--- config.mk ---
export PLATFORM = sky130hd
export DESIGN_NAME = tetris_game_seq
export DESIGN_NICKNAME = d
export VERILOG_FILES = /design/src/rtl/tetris_game_seq.sv
export SDC_FILE = /design/constraint.sdc
export NUM_CORES = 1
export LEC_CHECK = 0
export ABC_AREA = 0
export BUFFER_PORTS_ARGS = -buffer_cell sky130_fd_sc_hd__buf_2
export CAP_MARGIN = 20
export CORE_AREA = 2 2 164 166
export DETAILED_ROUTE_END_ITERATION = 10
export DIE_AREA = 0 0 166 168
export PLACE_DENSITY = 0.46
export SYNTH_ARGS = -nofsm -noshare
export SYNTH_HDL_FRONTEND = slang
export SYNTH_SLANG_ARGS = --single-unit
--- constraint.sdc ---
create_clock -name clk -period 11.6 [get_ports clk]
set_input_delay 2.32 -clock clk [delete_from_list [all_inputs] [get_ports clk]]
set_output_delay 2.32 -clock clk [all_outputs]
set_load 0.02 [all_outputs]
--- src/rtl/tetris_game_seq.sv ---
// Game-step sequencer: orders board clear, spawn, collision checks,
// erase/draw, lock and line clear through req/done handshakes, and tracks
// player moves, gravity, line/level bookkeeping and game over.
//
// state      | meaning
// IDLE       | waiting for a go release
// CLEAR      | board clear handshake; zeroes score/level/game_over
// SPAWN      | load a new piece from the LFSR into the candidate
// SPAWN_CHK  | collision check of the freshly spawned piece
// DRAW       | paint the candidate; commit it as the current piece
// WAIT       | gravity counting and move sampling
// CHECK      | collision check of a moved candidate
// ERASE      | erase the current piece before redrawing it
// LOCK       | write the current piece into the board
// LINES      | line clear, score and level update
// OVER       | game over, waiting for a go release
module tetris_game_seq #(
  parameter int          COLS        = 10,
  parameter int          ROWS        = 20,
  parameter int          XW          = 5,
  parameter int          YW          = 6,
  parameter int          SPAWN_X     = 4,
  parameter int          TICK_CYCLES = 25000000,
  parameter int          TICK_DEC    = 2000000,
  parameter int          MIN_TICK    = 2500000,
  parameter int          LEVEL_LINES = 10,
  parameter logic [7:0]  LFSR_SEED   = 8'h01
) (
  input  logic          clk,
  input  logic          reset_n,
  input  logic          go,
  input  logic          mv_left,
  input  logic          mv_right,
  input  logic          mv_rot,
  input  logic          mv_drop,
  output logic          clear_req,
  input  logic          clear_done,
  output logic          col_req,
  input  logic          col_done,
  input  logic          col_hit,
  output logic          lock_req,
  input  logic          lock_done,
  output logic          line_req,
  input  logic          line_done,
  input  logic [2:0]    lines_cleared,
  output logic          draw_req,
  input  logic          draw_done,
  output logic          draw_clear,
  output logic [XW-1:0] cand_x,
  output logic [YW-1:0] cand_y,
  output logic [2:0]    cand_piece,
  output logic [1:0]    cand_rot,
  output logic [XW-1:0] cur_x,
  output logic [YW-1:0] cur_y,
  output logic [2:0]    cur_piece,
  output logic [1:0]    cur_rot,
  output logic [15:0]   lines_total,
  output logic [3:0]    level,
  output logic          game_over
);

  typedef enum logic [3:0] {
    S_IDLE, S_CLEAR, S_SPAWN, S_SPAWN_CHK, S_DRAW, S_WAIT,
    S_CHECK, S_ERASE, S_LOCK, S_LINES, S_OVER
  } state_t;

  localparam logic [31:0] P_TICK = 32'(TICK_CYCLES);
  localparam logic [31:0] P_DEC  = 32'(TICK_DEC);
  localparam logic [31:0] P_MIN  = 32'(MIN_TICK);

  state_t          r_state, w_next;
  logic            r_go_q, r_down, r_draw_hold, r_game_over;
  logic [7:0]      r_lfsr, r_lvl_cnt;
  logic [XW-1:0]   r_cx, r_ux;
  logic [YW-1:0]   r_cy, r_uy;
  logic [2:0]      r_cp, r_up;
  logic [1:0]      r_cr, r_ur;
  logic [31:0]     r_grav;
  logic [15:0]     r_lines_total;
  logic [3:0]      r_level;

  logic            w_go_fall, w_at_cur, w_tick, w_down_ev, w_at_floor;
  logic            w_clear_ack, w_col_ack, w_draw_ack, w_lock_ack, w_line_ack;
  logic            w_left_ok, w_right_ok;
  logic [2:0]      w_spawn_piece;
  logic [31:0]     w_dec, w_period;
  logic [16:0]     w_lt_sum;
  logic [7:0]      w_lvl_sum;

  assign w_go_fall     = r_go_q & ~go;
  assign w_spawn_piece = (r_lfsr[2:0] == 3'd7) ? 3'd3 : r_lfsr[2:0];

  // Requests follow the state; the hold flag forces a low cycle between
  // the erase and redraw handshakes that share draw_req.
  assign clear_req  = (r_state == S_CLEAR);
  assign col_req    = (r_state == S_SPAWN_CHK) || (r_state == S_CHECK);
  assign lock_req   = (r_state == S_LOCK);
  assign line_req   = (r_state == S_LINES);
  assign draw_req   = ((r_state == S_DRAW) && !r_draw_hold) || (r_state == S_ERASE);
  assign draw_clear = (r_state == S_ERASE);

  assign w_clear_ack = clear_req & clear_done;
  assign w_col_ack   = col_req & col_done;
  assign w_draw_ack  = draw_req & draw_done;
  assign w_lock_ack  = lock_req & lock_done;
  assign w_line_ack  = line_req & line_done;

  // Erase and lock operate on the committed piece, not the pending move.
  assign w_at_cur   = (r_state == S_ERASE) || (r_state == S_LOCK);
  assign cand_x     = w_at_cur ? r_ux : r_cx;
  assign cand_y     = w_at_cur ? r_uy : r_cy;
  assign cand_piece = w_at_cur ? r_up : r_cp;
  assign cand_rot   = w_at_cur ? r_ur : r_cr;

  assign cur_x       = r_ux;
  assign cur_y       = r_uy;
  assign cur_piece   = r_up;
  assign cur_rot     = r_ur;
  assign lines_total = r_lines_total;
  assign level       = r_level;
  assign game_over   = r_game_over;

  assign w_dec    = {28'd0, r_level} * P_DEC;
  assign w_period = ((w_dec >= P_TICK) || ((P_TICK - w_dec) < P_MIN)) ? P_MIN : (P_TICK - w_dec);
  assign w_tick   = (r_grav >= (w_period - 32'd1));

  assign w_down_ev  = w_tick | mv_drop;
  // An anchor on the last row cannot descend; lock without asking.
  assign w_at_floor = (r_uy >= YW'(ROWS - 1));
  assign w_left_ok  = (r_ux != '0);
  assign w_right_ok = (r_ux != XW'(COLS - 1));

  assign w_lt_sum  = {1'b0, r_lines_total} + {14'd0, lines_cleared};
  assign w_lvl_sum = r_lvl_cnt + {5'd0, lines_cleared};

  // State register.
  always_ff @(posedge clk) begin
    if (!reset_n) r_state <= S_IDLE;
    else          r_state <= w_next;
  end

  // Next-state decode.
  always_comb begin
    w_next = r_state;
    case (r_state)
      S_IDLE:      if (w_go_fall) w_next = S_CLEAR;
      S_CLEAR:     if (w_clear_ack) w_next = S_SPAWN;
      S_SPAWN:     w_next = S_SPAWN_CHK;
      S_SPAWN_CHK: if (w_col_ack) w_next = col_hit ? S_OVER : S_DRAW;
      S_DRAW:      if (w_draw_ack) w_next = S_WAIT;
      S_WAIT: begin
        if (w_down_ev)                w_next = w_at_floor ? S_LOCK : S_CHECK;
        else if (mv_rot)              w_next = S_CHECK;
        else if (mv_left)             w_next = w_left_ok ? S_CHECK : S_WAIT;
        else if (mv_right)            w_next = w_right_ok ? S_CHECK : S_WAIT;
      end
      S_CHECK: begin
        if (w_col_ack) begin
          if (!col_hit)     w_next = S_ERASE;
          else if (r_down)  w_next = S_LOCK;
          else              w_next = S_WAIT;
        end
      end
      S_ERASE:     if (w_draw_ack) w_next = S_DRAW;
      S_LOCK:      if (w_lock_ack) w_next = S_LINES;
      S_LINES:     if (w_line_ack) w_next = S_SPAWN;
      S_OVER:      if (w_go_fall) w_next = S_CLEAR;
      default:     w_next = S_IDLE;
    endcase
  end

  // Datapath: piece registers, gravity, score, level, LFSR.
  always_ff @(posedge clk) begin
    if (!reset_n) begin
      r_go_q        <= 1'b0;
      r_lfsr        <= LFSR_SEED;
      r_draw_hold   <= 1'b0;
      r_down        <= 1'b0;
      r_game_over   <= 1'b0;
      r_cx <= '0; r_cy <= '0; r_cp <= '0; r_cr <= '0;
      r_ux <= '0; r_uy <= '0; r_up <= '0; r_ur <= '0;
      r_grav        <= '0;
      r_lines_total <= '0;
      r_level       <= '0;
      r_lvl_cnt     <= '0;
    end else begin
      r_go_q      <= go;
      r_lfsr      <= {r_lfsr[6:0], r_lfsr[7] ^ r_lfsr[5] ^ r_lfsr[4] ^ r_lfsr[3]};
      r_draw_hold <= (r_state == S_ERASE) && w_draw_ack;
      case (r_state)
        S_CLEAR: begin
          r_lines_total <= '0;
          r_level       <= '0;
          r_lvl_cnt     <= '0;
          r_game_over   <= 1'b0;
        end
        S_SPAWN: begin
          r_cx   <= XW'(SPAWN_X);
          r_cy   <= '0;
          r_cp   <= w_spawn_piece;
          r_cr   <= '0;
          r_down <= 1'b1;
        end
        S_SPAWN_CHK: if (w_col_ack && col_hit) r_game_over <= 1'b1;
        S_DRAW: begin
          if (w_draw_ack) begin
            r_ux <= r_cx; r_uy <= r_cy; r_up <= r_cp; r_ur <= r_cr;
            if (r_down) r_grav <= '0;
          end
        end
        S_WAIT: begin
          r_grav <= r_grav + 32'd1;
          if (w_down_ev) begin
            r_cy   <= r_uy + YW'(1);
            r_down <= 1'b1;
          end else if (mv_rot) begin
            r_cr   <= r_ur + 2'd1;
            r_down <= 1'b0;
          end else if (mv_left) begin
            if (w_left_ok) begin
              r_cx   <= r_ux - XW'(1);
              r_down <= 1'b0;
            end
          end else if (mv_right) begin
            if (w_right_ok) begin
              r_cx   <= r_ux + XW'(1);
              r_down <= 1'b0;
            end
          end
        end
        S_CHECK: begin
          if (w_col_ack && col_hit && !r_down) begin
            r_cx <= r_ux; r_cy <= r_uy; r_cp <= r_up; r_cr <= r_ur;
          end
        end
        S_LINES: begin
          if (w_line_ack) begin
            r_lines_total <= w_lt_sum[16] ? 16'hFFFF : w_lt_sum[15:0];
            if (w_lvl_sum >= 8'(LEVEL_LINES)) begin
              r_lvl_cnt <= w_lvl_sum - 8'(LEVEL_LINES);
              if (r_level != 4'd15) r_level <= r_level + 4'd1;
            end else begin
              r_lvl_cnt <= w_lvl_sum;
            end
          end
        end
        default: ;
      endcase
    end
  end

endmodule

### Yosys cells after proc, flatten, opt, wreduce, memory -nomap -nowiden

Cells that the tools add are included.

| word-level totals | value |
|---|---|
| register bits | 108 |
| input port bits | 16 |
| output and inout bits | 59 |
| logic and storage cells | 176 |

| operators by class | value |
|---|---|
| add/sub/neg operators | 11 |
| multipliers | 1 |
| order comparisons | 5 |
| eq/ne operators | 36 |
| multiplexer cells | 64 |
| bitwise gates (word level) | 11 |
| reduce and logical (&&, ||, !) cells | 30 |

Operators by type and width:

| operator | number |
|---|---|
| two-way mux 32 bit | 3 |
| two-way mux 4 bit | 19 |
| case mux 32 bit (2 select lines) | 1 |
| two-way mux 5 bit | 8 |
| case mux 4 bit (10 select lines) | 1 |
| adder 32 x 1 -> 32 bit, second input constant | 1 |
| >= comparator 32 bit | 1 |
| less-than comparator 32 x 22 -> 1 bit, second input constant | 1 |
| two-way mux 16 bit | 2 |
| case mux 16 bit (2 select lines) | 1 |
| subtractor 32 x 1 -> 32 bit, second input constant | 1 |
| subtractor 25 x 25 -> 26 bit, first input constant | 1 |
| >= comparator 25 bit, second input constant | 1 |
| multiplier 4 x 14 -> 18 bit, second input constant | 1 |
| two-way mux 6 bit | 3 |
| inequality test 2 x 1 -> 1 bit, second input constant | 9 |
| case mux 6 bit (3 select lines) | 1 |
| adder 16 x 3 -> 17 bit | 1 |
| == test 4 x 3 -> 1 bit, second input constant | 4 |
| two-way mux 8 bit | 2 |
| inequality test 2 bit, second input constant | 8 |
| case mux 8 bit (2 select lines) | 1 |
| inequality test 5 bit, second input constant | 3 |
| case mux 5 bit (3 select lines) | 1 |
| 40 further kinds | 83 |

### Logic depth before layout (Yosys ltp)

Gate-level depths: netlist of the first run.

| logic depth | value |
|---|---|
| depth after elaboration | 10 |
| depth in mapped cells | 23 |
| depth with buffers taken out | 22 |

### Least setup slack after synthesis of the first run

Ideal clock, no wire load.

| timing path | value |
|---|---|
| kind | register to register |
| start point | reg r_level[2] (netlist: level[2]) |
| end point | reg r_state[1] |
| library setup time | 0.074 ns |
| arrival | 6.061 ns |
| data required time | 11.526 ns |
| path slack | 5.464 ns |
| cell stages (with the launch flop) | 22 |
| buffers on the path | 0 |
| clock period less this slack | 6.136 ns |
| path through | dfxtp_1 > inv_1 > ha_1 > fa_1 > fa_1 > xor2_1 > nand3_1 > or3_1 > o21bai_1 > a311oi_2 > a21oi_2 > a31o_2 > a22o_1 > ha_1 > nand2_1 > nor4_1 > nand2_1 > o41ai_1 > nor3_1 > a21o_1 > or3_1 > o21ai_0 |

| on the way | value |
|---|---|
| cells in the longest elaborated chain, start to end | 10 |
| elaborated cells on any way between the ends | 13 |
| those cells by class | 2 x add/sub; 1 x mul; 3 x order compare; 1 x eq/ne; 3 x mux; 1 x bitwise; 2 x reduce/logical |

RTL lines:

| item | line | RTL |
|---|---|---|
| from (decl) | 80 | `logic [3:0] r_level;` |
| from (signal assigned) | 241 | `if (r_level != 4'd15) r_level <= r_level + 4'd1;` |
| multiplier 4 x 14 -> 18 bit * | 123 | `assign w_dec = {28'd0, r_level} * P_DEC;` |
| subtractor 25 x 25 -> 26 bit | 124 | `assign w_period = ((w_dec >= P_TICK) \|\| ((P_TICK - w_dec) < P_MIN)) ? P_MIN : (P_TICK - w_dec);` |
| less-than comparator 32 x 22 -> 1 bit | 124 |  |
| logical OR 1 bit | 124 |  |
| two-way mux 32 bit * | 124 |  |
| subtractor 32 x 1 -> 32 bit * | 125 | `assign w_tick = (r_grav >= (w_period - 32'd1));` |
| >= comparator 32 bit * | 125 |  |
| bitwise OR 1 bit * | 127 | `assign w_down_ev = w_tick \| mv_drop;` |
| inequality test 5 bit (no line) or two-way mux 4 bit (tied branches) | -- |  |
| AND reduction 9 bit (no line) or case mux 4 bit (10 select lines) (tied branches) | -- |  |
| to (signal assigned) | 139 | `else r_state <= w_next;` |
| to (decl) | 71 | `state_t r_state, w_next;` |

Mark *: on every way between the ends. The rest lies on a longest branch, timed or not.
A chain may end at the register's enable or synchronous reset.

### Final worst setup path of the first run

| timing path | value |
|---|---|
| start point | reg r_level[1] (netlist: level[1]) |
| end point | reg r_state[1] |

Same word-level chain as after synthesis.

==> qor.csv, run 1 <==
stage,metric,value,unit
placement,io_buffers,74,
pwr,leakagePower,3.73,nW
pwr,internal_power,0.613,mW
route,drt_iter0_drc,344,
floorplanning,core,26400,um^2
sta,fin_skew,0.0202,ns
sta,setup_viol,0,
pwr,switching_share,33.5,%
sta,relSlewSlack,32.0,%
floorplanning,die_y,168,um
sta,min_period_over_period,59.8,%
synthesis,ys_warn_count,0,
placement,dp.cells,1358,
worst_setup_path,start_kind,flip-flop,
clock_tree,htreeDepth,3,
synthesis,synth_edf_count,0,
pwr,p_seq_share,44.5,%
clock_tree,tritoncts,done,
sta,period_needed,6.94,ns
sta,hold_viol,0,
pwr,vdd_drop_max,59.8,uV
final_layout,nNetsFinal,1112,
worst_setup_path,critPathArrivalTime,7.22,ns
global_routing,grt_pass1_vias,6795,
global_routing,grt_pass1_wl,35500,um
flow_run,maxCapViolations,0,
global_routing,grt_max_degree,49,
floorplanning,dieWidth,166,um
final_layout,drive_gt1_share,13.3,%
pwr,power.total,0.922,mW
placement,gp_routability_congestion,0.818,
global_routing,track_usage,15.2,%
sta,rsz0062_at_grt,no,
route,finalWirelength,21300,um
synthesis,syn-num-nets,1061,
synthesis,synth.cell_area,7740,um^2
clock_tree,post-cts-setup-buffers,0,
sta,setup_slack,4.66,ns
floorplanning,initial_utilization,29.4,%
route,drc_errors,0,
final_layout,antenna_cells,0,
worst_hold_path,min_path_cells,1,
floorplanning,std_cell_rows,60,
synthesis,async_flop_share,0,%
clock_tree,cts_resized,0,
clock_tree,numCtsBuffers,9,
synthesis,synth-compound-area-share,22.3,%
worst_setup_path,cp-end-kind,flip-flop,
route,drtAntennaViolNets,0,
clock_tree,ctsHoldBuffers,0,
worst_setup_path,r2r_cells,21,
placement,hpwlAfterDp,15400,um
pwr,p_comb_share,21.1,%
synthesis,netlist_instances,978,
worst_setup_path,worstPathMaxFanout,16,
synthesis,synth.distinct_cells,74,
worst_setup_path,crit_required,11.89,ns
synthesis,synth_mux_area_share,3.46,%
route,wire_per_inst,15.5,um
synthesis,synth_simple_gate_area_share,24.2,%
floorplanning,dieArea,27900,um^2
route,viasPerCell,5.17,
synthesis,ys.flop_type,dfxtp_1,
clock_tree,insertion_delay,0.36,ns
clock_tree,clock_sinks,108,
synthesis,synth-adder-area-share,11.7,%
synthesis,synth-xor-area-share,7.00,%
clock_tree,path_clk_slew,0.08,ns
sta,drv_slew,0,
sta,clock.fmax,0.144,GHz
pwr,p_switching,0.309,mW
global_routing,overflow,0,
sta,tns,0,ns
placement,dp_slack,4.59,ns
worst_setup_path,path_class,reg2reg,
synthesis,ys_ff_latch,108,
floorplanning,pin_count,75,
pwr,clock_power_share,34.4,%
sta,tightest_slew,1.01,ns
final_layout,area_delta_synth_final,12.8,%
synthesis,avgSynthCellArea,7.91,um^2
pwr,pwr_density_cell,106,nW/um^2
clock_tree,root_buffer,clkbuf_16,
synthesis,synth_top_family_by_area,simple AND/OR/NAND/NOR gates,
route,via_count,7114,
global_routing,antenna_found_initial,0,
worst_hold_path,holdCritPathClass,reg2reg,
final_layout,final_cells,1375,
clock_tree,ctsLongestPathBuffers,2,
status,status,"finished, final reports clean",
synthesis,ys_seq_area_share,27.9,%
route,first_pass_iters,5,
final_layout,nFillCells,2806,
[power groups by stage]
stage	Clock, mW	Sequential, mW	Combinational, mW
after global routing	0.343	0.413	0.217
after floorplan	0	0.405	0.145
after detailed placement	0	0.419	0.193
final	0.317	0.411	0.194
after CTS	0.330	0.410	0.194
after global placement	0	0.419	0.194
[synth_stat cells, types with 5 or more instances]
| cell type | number | area [um^2] |
|---|---|---|
| xor2_1 | 35 | 307 |
| o22ai_1 | 9 | 56.3 |
| mux2_2 | 18 | 203 |
| a41oi_1 | 5 | 43.8 |
| nand2b_1 | 13 | 81.3 |
| a221oi_1 | 5 | 43.8 |
| nor3_1 | 22 | 110 |
| a21o_1 | 20 | 150 |
| ha_1 | 59 | 738 |
| o21ai_0 | 59 | 295 |
| and3_1 | 24 | 150 |
| nand2_1 | 111 | 417 |
| inv_1 | 20 | 75.1 |
| dfxtp_1 | 108 | 2160 |
| a31oi_1 | 10 | 62.6 |
| a211oi_1 | 9 | 67.6 |
| a211o_1 | 5 | 43.8 |
| o211a_1 | 6 | 60.1 |
| a22oi_1 | 10 | 75.1 |
| nor2_1 | 95 | 357 |
| nand3_1 | 43 | 215 |
| xnor2_1 | 25 | 219 |
| nor4_1 | 10 | 62.6 |
| or3_1 | 20 | 125 |
| a21oi_1 | 85 | 425 |
| fa_1 | 8 | 160 |
| mux2i_1 | 5 | 50.1 |
| nor2b_1 | 7 | 43.8 |
| o31ai_1 | 5 | 37.5 |
| nand4_1 | 13 | 81.3 |
| and2_1 | 16 | 100 |
| clkbuf_1 | 39 | 146 |
[through the flow]
step / utilization [%] / hold slack, ns / cell area [um^2]
after floorplan: - / 0.412 / 7740
after global placement: 32.0 / 0.417 / 8420
after detailed placement: 32.0 / 0.432 / 8420
after CTS: 33.1 / 0.443 / 8720
after global routing: 33.1 / 0.446 / 8730
final: 33.1 / 0.442 / 8730
[cell families (layout without fill, tap and decap cells)]
logic type / count (synthesis) / after routing
buf+inv: 64 / 120
compound gates: 265 / 265
fa+ha+maj: 68 / 68
flops: 108 / 108
simple gates: 388 / 388
xor+xnor: 61 / 61
mux: 24 / 24
[layout by cell type (no fill, tap or decap), types with 24 or more instances in the layout]
master / Yosys / final
a21oi_1: 85 / 85
xnor2_1: 25 / 25
o21ai_0: 59 / 58
nand2_1: 111 / 111
buf_2: 3 / 75
nand3_1: 43 / 43
and3_1: 24 / 24
xor2_1: 35 / 35
dfxtp_1: 108 / 108
nor2_1: 95 / 95
ha_1: 59 / 59
[per-layer routing]
metal | vias up | wire [um] | global-route usage [%]
li1 | 3642 | - | -
met1 | 3338 | 10500 | 20.6
met2 | 117 | 9930 | 25.8
met3 | 17 | 643 | 2.19
met4 | 0 | 236 | 3.21
met5 | - | 0 | 0
[state kept, by name, summed over array words and instances, names as in the netlist]
| register | count |
|---|---|
| cur_y | 6 |
| r_state | 4 |
| r_lfsr | 8 |
| r_cp | 3 |
| r_go_q | 1 |
| r_cr | 2 |
| r_down | 1 |
| lines_total | 16 |
| r_cx | 5 |
| r_lvl_cnt | 8 |
| game_over | 1 |
| r_cy | 6 |
| level | 4 |
| cur_rot | 2 |
| cur_piece | 3 |
| r_draw_hold | 1 |
| r_grav | 32 |
| cur_x | 5 |
[worst paths after layout]
check,startpoint,endpoint,slack [ns]
setup / recovery,level[1]$_SDFFE_PN0P_,r_state[1]$_SDFFE_PN0P_,4.66
hold / removal,r_lfsr[6]$_SDFF_PN0_,r_lfsr[7]$_SDFF_PN0_,0.44
setup reg to reg,level[1]$_SDFFE_PN0P_,r_state[1]$_SDFFE_PN0P_,4.66
hold reg to reg,r_lfsr[6]$_SDFF_PN0_,r_lfsr[7]$_SDFF_PN0_,0.44
[cell type report]
class | count | area (um^2) | share of cell area [%]
clock buffer | 10 | 239 | 2.74
inverter | 20 | 75.1 | 0.860
timing repair buffer | 84 | 443 | 5.08
clock inverter | 6 | 60.1 | 0.688
tap | 341 | 427 | 4.89
sequential | 108 | 2160 | 24.8
multi-input combinational | 806 | 5320 | 61.0
[worst max-delay path, cell delays in order, from the launching register on]
cell	delay (ns)
dfxtp_1	0.70
inv_1	0.20
ha_1	0.36
fa_1	0.52
fa_1	0.51
xor2_1	0.25
nand3_1	0.16
or3_1	0.42
o21bai_1	0.20
a311oi_2	0.33
a21oi_2	0.10
a31o_2	0.33
a22o_1	0.24
ha_1	0.29
nand2_1	0.06
nor4_1	0.21
nand2_1	0.10
o41ai_1	0.93
nor3_1	0.12
a21o_1	0.23
or3_1	0.42
o21ai_0	0.17
(Power assumes the default switching activity.)
==> inputs of run 2 (changes only) <==
==> config.mk (replaced) <==
export PLATFORM = sky130hd
export DESIGN_NAME = tetris_game_seq
export DESIGN_NICKNAME = d
export VERILOG_FILES = /design/src/rtl/tetris_game_seq.sv
export SDC_FILE = /design/constraint.sdc
export NUM_CORES = 1
export LEC_CHECK = 0
export ABC_AREA = 1
export BUFFER_PORTS_ARGS = -buffer_cell sky130_fd_sc_hd__buf_2
export CAP_MARGIN = 20
export CORE_AREA = 2 2 168 170
export DETAILED_ROUTE_END_ITERATION = 10
export DIE_AREA = 0 0 170 172
export PLACE_DENSITY = 0.47
export SYNTH_ARGS = -nofsm -noshare
export SYNTH_HDL_FRONTEND = slang
export SYNTH_SLANG_ARGS = --single-unit
==> constraint.sdc (replaced) <==
create_clock -name clk -period 5.96 [get_ports clk]
set_input_delay 1.192 -clock clk [delete_from_list [all_inputs] [get_ports clk]]
set_output_delay 1.192 -clock clk [all_outputs]
set_load 0.02 [all_outputs]
==> qor.csv, run 2 <==
stage,metric,value,unit,change
synthesis,syn-num-nets,1332,,+26%
final_layout,largest_reg_flops,32,,unchanged
sta,rsz0062_at_grt,no,,
final_layout,top_register,r_grav,,
floorplanning,dieArea,29200,um^2,+4.8%
floorplanning,initial_utilization,29.4,%,+0.067 points
global_routing,antenna_found_initial,0,,unchanged
synthesis,ys_warn_count,0,,unchanged
pwr,pwr_density_cell,209,nW/um^2,+98%
synthesis,synth.cell_area,8090,um^2,+4.5%
sta,setup_viol,0,,unchanged
sta,relSlewSlack,28.2,%,-3.7 points
sta,clock.fmax,0.189,GHz,+31%
clock_tree,tritoncts,done,,
placement,io_buffers,74,,unchanged
final_layout,final_cell_area,9120,um^2,+4.5%
worst_setup_path,worstPathMaxFanout,17,,+1
clock_tree,ctsLongestPathBuffers,2,,unchanged
route,finalWirelength,24000,um,+13%
placement,hpwlAfterDp,18500,um,+20%
worst_setup_path,ff2ff_setup_slack,0.66,ns,-4.00 ns
worst_setup_path,path_class,reg2reg,,
placement,gp_routability_congestion,0.812,,-0.77%
final_layout,drive_gt1_share,10.7,%,-2.7 points
status,status,"finished, final reports clean",,
global_routing,grt_pass1_vias,7712,,+13%
floorplanning,pin_count,75,,unchanged
global_routing,overflow,0,,unchanged
synthesis,netlist_instances,1249,,+28%
flow_run,maxCapViolations,0,,unchanged
synthesis,synth.distinct_cells,43,,-42%
pwr,vdd_drop_max,137,uV,+130%
route,wire_per_inst,14.4,um,-6.7%
worst_setup_path,cp.buffers_inverters,4,,+3
floorplanning,std_cell_rows,61,,+1.7%
worst_setup_path,start_kind,flip-flop,,
synthesis,synth_area_leaders,"dfxtp_1 (27%), nand2_1 (14%), ha_1 (9.1%)",,
route,drc_errors,0,,unchanged
sta,min_period_over_period,88.9,%,+29 points
route,viasPerCell,4.80,,-7.2%
worst_setup_path,cp_top_family,simple AND/OR/NAND/NOR gates,,
route,first_pass_iters,5,,unchanged
sta,tightest_slew,1.07,ns,+0.0663 ns
sta,hold_slack,0.421,ns,-0.0205 ns
synthesis,async_flop_share,0,%,unchanged
sta,fin_skew,0.0177,ns,-0.00247 ns
worst_setup_path,crit_required,6.23,ns,-5.66 ns
synthesis,synth_common_cells,"nand2_1 (294), inv_1 (151), nor2_1 (127)",,
worst_setup_path,cp-end-kind,flip-flop,,
synthesis,synth_edf_count,0,,unchanged
sta,tns,0,ns,unchanged
final_layout,nFillCells,3028,,+7.9%
route,drt_iter0_drc,424,,+23%
global_routing,grt_pass1_wl,39800,um,+12%
worst_setup_path,crit_top_cell,nand2_1,,
placement,dp_slack,0.586,ns,-4.00 ns
sta,hold_viol,0,,unchanged
clock_tree,insertion_delay,0.38,ns,+0.02 ns
pwr,leakagePower,4.12,nW,+10%
final_layout,nNetsFinal,1392,,+25%
clock_tree,numCtsBuffers,9,,unchanged
synthesis,yosysMostFrequentCell,nand2_1,,
synthesis,yosysTopAreaCell,dfxtp_1,,
final_layout,layout_common_cells,"nand2_1 (294), inv_1 (151), nor2_1 (127)",,
synthesis,ys.flop_type,dfxtp_1,,
clock_tree,root_buffer,clkbuf_16,,
floorplanning,dieWidth,170,um,+2.4%
route,drtAntennaViolNets,0,,unchanged
floorplanning,core,27500,um^2,+4.3%
clock_tree,cts_resized,0,,unchanged
sta,drv_slew,0,,unchanged
synthesis,avgSynthCellArea,6.47,um^2,-18%
clock_tree,ctsHoldBuffers,0,,unchanged
placement,dp.cells,1644,,+21%
worst_hold_path,holdCritPathClass,reg2reg,,
synthesis,synth_top_area_share,26.7,%,-1.2 points
clock_tree,path_clk_slew,0.09,ns,about the same
clock_tree,post-cts-setup-buffers,0,,unchanged
synthesis,ys_ff_latch,108,,unchanged
floorplanning,die_y,172,um,+2.4%
worst_setup_path,critPathArrivalTime,5.57,ns,-1.65 ns
final_layout,mostFrequentLayoutCell,nand2_1,,
sta,setup_slack,0.659,ns,-4.00 ns
clock_tree,htreeDepth,3,,unchanged
final_layout,final_cells,1660,,+21%
pwr,power.total,1.90,mW,+110%
sta,period_needed,5.30,ns,-1.64 ns
worst_setup_path,cpMaxStageDelayCell,fa_1,,
worst_setup_path,cpPeakStageDelay,0.53,ns,-0.40 ns
final_layout,utilization,33.2,%,+0.082 points
route,via_count,7971,,+12%
placement,placed_area,8790,um^2,+4.4%
global_routing,track_usage,17.0,%,+1.8 points
global_routing,grt_max_degree,47,,-4.1%
clock_tree,clock_sinks,108,,unchanged
final_layout,antenna_cells,0,,unchanged
final_layout,area_delta_synth_final,12.8,%,about the same
synthesis,ys_seq_area_share,26.7,%,-1.2 points
run 2: logic make-up after synthesis:
kind of cell               share of synthesized area, %
and+or+nand+nor                                    34.6
AOI/OAI and AO/OA                                  15.2
xor gates and xnor gates                           3.25
adders and majority gates                          11.1
DFF                                                26.7
buffers and inverters                              9.07
run 2: cell type report:
cell class,instances,area (um^2),share of cell area (%)
Clock buffer,9,225,2.47
Timing Repair Buffer,78,400,4.39
Tap cell,346,433,4.75
Multi-Input combinational cell,951,5200,57.1
Sequential cell,108,2160,23.7
Clock inverter,7,92.6,1.02
Inverter,161,604,6.63
run 2: worst paths after layout:
check	startpoint	cells past startpoint	to
worst max-delay path	level[2]$_SDFFE_PN0P_	30	r_cx[2]$_SDFFE_PN0P_
worst min-delay path	r_lfsr[6]$_SDFF_PN0_	2	r_lfsr[7]$_SDFF_PN0_
worst max register to register	level[2]$_SDFFE_PN0P_	30	r_cx[2]$_SDFFE_PN0P_
worst min register to register	r_lfsr[6]$_SDFF_PN0_	2	r_lfsr[7]$_SDFF_PN0_
run 2: worst min-delay path: stages (launching register included):
cell and delay (ns):
dfxtp_1 0.31, nand2_1 0.05, inv_1 0.04
run 2: power by group:
part	internal (mW)	switching (mW)	total [mW]
logic	0.140	0.309	0.449
clock network	0.338	0.329	0.667
registers	0.752	0.0357	0.787
total	1.23	0.674	1.90
run 2: metal layers:
layer	track usage, %	vias to the layer above	routed length, um
met1	22.6	3609	11900
met5	0	-	0
met2	28.6	108	10900
met4	3.60	0	340
met3	3.62	17	867
li1	-	4237	-
==> inputs of run 3 (changes only) <==
--- a/config.mk
+++ b/config.mk
@@ -11,7 +11,7 @@
 export CORE_AREA = 2 2 168 170
 export DETAILED_ROUTE_END_ITERATION = 10
 export DIE_AREA = 0 0 170 172
-export PLACE_DENSITY = 0.47
+export PLACE_DENSITY = 0.45
 export SYNTH_ARGS = -nofsm -noshare
 export SYNTH_HDL_FRONTEND = slang
 export SYNTH_SLANG_ARGS = --single-unit
==> constraint.sdc (replaced) <==
create_clock -name clk -period 5.81 [get_ports clk]
set_input_delay 0.8715 -clock clk [delete_from_list [all_inputs] [get_ports clk]]
set_output_delay 0.8715 -clock clk [all_outputs]
set_load 0.02 [all_outputs]
==> qor.csv, run 3 (synthesis gave the netlist of run 2 again) <==
stage,metric,value,unit,change
final_layout,area_delta_synth_final,13.0,%,
floorplanning,initial_utilization,29.4,%,unchanged
placement,placed_area,8810,um^2,+0.17%
route,drc_errors,0,,unchanged
worst_setup_path,ff2ff_setup_slack,0.59,ns,-0.07 ns
global_routing,overflow,0,,unchanged
worst_setup_path,r2r-start,level[3]$_SDFFE_PN0P_,,
pwr,power.total,1.92,mW,+1.1%
worst_setup_path,crit_required,6.06,ns,-0.17 ns
clock_tree,htreeDepth,3,,unchanged
worst_setup_path,r2r_cells,27,,-10%
pwr,switching_share,36.3,%,+0.89 points
clock_tree,cts_resized,0,,unchanged
floorplanning,std_cell_rows,61,,unchanged
final_layout,utilization,33.3,%,+0.073 points
pwr,pwr_density_cell,211,nW/um^2,+0.87%
flow_run,maxCapViolations,0,,unchanged
final_layout,drive_gt1_share,11.1,%,+0.43 points
final_layout,final_cells,1664,,+0.24%
sta,fin_skew,0.0107,ns,-0.00699 ns
clock_tree,clock_sinks,108,,unchanged
sta,drv_slew,0,,unchanged
global_routing,grt_pass1_wl,39300,um,-1.2%
sta,hold_viol,0,,unchanged
route,first_pass_iters,7,,+2
route,drtAntennaViolNets,0,,unchanged
final_layout,largest_reg_flops,32,,unchanged
route,finalWirelength,23900,um,-0.35%
pwr,p_comb_share,24.4,%,+0.8 points
floorplanning,core,27500,um^2,unchanged
sta,hold_slack,0.429,ns,+0.00742 ns
clock_tree,insertion_delay,0.36,ns,-0.02 ns
sta,tightest_slew,0.970,ns,-0.103 ns
clock_tree,post-cts-setup-buffers,0,,unchanged
final_layout,nNetsFinal,1395,,+0.22%
worst_hold_path,hold_path_end,r_lfsr[7]$_SDFF_PN0_,,
final_layout,mostFrequentLayoutCell,nand2_1,,
clock_tree,numCtsBuffers,9,,unchanged
sta,setup_slack,0.589,ns,-0.0701 ns
sta,tns,0,ns,unchanged
worst_hold_path,min_path_cells,2,,unchanged
floorplanning,dieWidth,170,um,unchanged
floorplanning,die_y,172,um,unchanged
sta,clock.fmax,0.192,GHz,+1.5%
placement,io_buffers,74,,unchanged
sta,period_needed,5.22,ns,-0.0799 ns
placement,dp_slack,0.479,ns,-0.107 ns
sta,min_period_over_period,89.9,%,+0.92 points
final_layout,layout_common_cells,"nand2_1 (294), inv_1 (151), nor2_1 (127)",,
route,wire_per_inst,14.4,um,-0.59%
clock_tree,root_buffer,clkbuf_16,,
pwr,leakagePower,4.13,nW,+0.34%
sta,relSlewSlack,35.2,%,+6.9 points
global_routing,grt_max_degree,47,,unchanged
worst_setup_path,path_class,reg2reg,,
status,status,"finished, final reports clean",,
worst_setup_path,critPathArrivalTime,5.47,ns,-0.10 ns
clock_tree,path_clk_slew,0.09,ns,about the same
worst_hold_path,min_from,r_lfsr[6]$_SDFF_PN0_,,
route,viasPerCell,4.85,,+0.94%
placement,hpwlAfterDp,18300,um,-0.65%
pwr,vdd_drop_max,121,uV,-12%
worst_setup_path,worstPathMaxFanout,19,,+2
global_routing,grt_pass1_vias,7553,,-2.1%
clock_tree,tritoncts,done,,
route,drt_iter0_drc,421,,-0.71%
final_layout,final_cell_area,9140,um^2,+0.22%
clock_tree,ctsLongestPathBuffers,2,,unchanged
pwr,internal_power,1.23,mW,-0.29%
worst_setup_path,start_kind,flip-flop,,
global_routing,track_usage,16.8,%,-0.28 points
global_routing,antenna_found_initial,2,,+2
clock_tree,ctsHoldBuffers,0,,unchanged
worst_setup_path,cp-end-kind,flip-flop,,
placement,gp_routability_congestion,0.805,,-0.87%
sta,setup_viol,0,,unchanged
floorplanning,dieArea,29200,um^2,unchanged
pwr,clock_power_share,33.9,%,-1.1 points
final_layout,top_register,r_grav,,
pwr,p_seq_share,41.6,%,+0.2 points
final_layout,nFillCells,3059,,+1.0%
floorplanning,pin_count,75,,unchanged
pwr,p_switching,0.698,mW,+3.6%
worst_setup_path,worstReg2RegEnd,r_cx[2]$_SDFFE_PN0P_,,
placement,dp.cells,1646,,+0.12%
worst_hold_path,holdCritPathClass,reg2reg,,
route,via_count,8065,,+1.2%
-- run 3: cell count changes in the layout (fill, tap and decap cells not counted) --
cell        before  now
dfxtp_1        108  107
buf_6            0    1
inv_8            2    3
clkinv_4         0    1
a21oi_2          0    2
a21oi_1        113  111
dfxtp_2          0    1
bufinv_16        1    0
clkinvlp_4       2    1
diode_2          0    1
buf_4            4    6
-- run 3: critical path: stages, from the launching register on --
cell and delay, ns:
dfxtp_1 0.47, fa_1 0.51, fa_1 0.48, ha_1 0.39, a21oi_2 0.24, nor2_1 0.08
nor2_2 0.16, nand3_1 0.09, nand2_1 0.12, nand2_1 0.10, nand2_4 0.18, nand2_2 0.07
nor2_2 0.15, nand3_4 0.18, nand2_2 0.20, nor2_1 0.06, ha_1 0.29, nand2_1 0.06
nor2_1 0.11, nand4_1 0.10, nor3_1 0.14, nand2_1 0.12, nand3_1 0.16, nand2_1 0.12
nand2_1 0.20, inv_1 0.13, o21ai_0 0.15, a21oi_1 0.05
-- run 3: how the worst max path moves through the flow --
| stage | from | end | slack, ns |
|---|---|---|---|
| 6_report | level[3]$_SDFFE_PN0P_ | r_cx[2]$_SDFFE_PN0P_ | 0.59 |
| 5_1_grt | level[3]$_SDFFE_PN0P_ | r_cy[4]$_SDFFE_PN0P_ | -0.003 |
| 4_1_cts | level[3]$_SDFFE_PN0P_ | r_cx[2]$_SDFFE_PN0P_ | 0.47 |
| 3_5_place_dp | level[3]$_SDFFE_PN0P_ | r_cx[2]$_SDFFE_PN0P_ | 0.48 |
| 3_3_place_gp | level[3]$_SDFFE_PN0P_ | r_cx[2]$_SDFFE_PN0P_ | 0.56 |
| 2_1_floorplan | level[2]$_SDFFE_PN0P_ | r_state[1]$_SDFFE_PN0P_ | 0.97 |
-- run 3: per-layer routing --
layer	GRT usage, %	vias up	wire, um
li1	-	4248	-
met1	23.0	3643	11800
met2	27.7	149	10900
met3	2.40	23	847
met4	4.31	2	377
met5	0	-	11
-- run 3: final cells by class --
cell class / count / area (um^2) / area share [%]
Multi-Input combinational cell: 951 / 5210 / 57.0
Sequential cell: 108 / 2160 / 23.7
Inverter: 161 / 604 / 6.61
Tap cell: 346 / 433 / 4.74
Timing Repair Buffer: 81 / 427 / 4.67
Clock buffer: 9 / 225 / 2.46
Clock inverter: 7 / 75.1 / 0.821
Antenna cell: 1 / 2.50 / 0.0274
-- run 3: power groups by stage --
stage	logic, mW	registers, mW	clock network [mW]
final	0.471	0.801	0.653
after global routing	0.541	0.806	0.705
after CTS	0.474	0.801	0.676
after detailed placement	0.472	0.818	0
after global placement	0.476	0.820	0
after floorplan	0.327	0.814	0
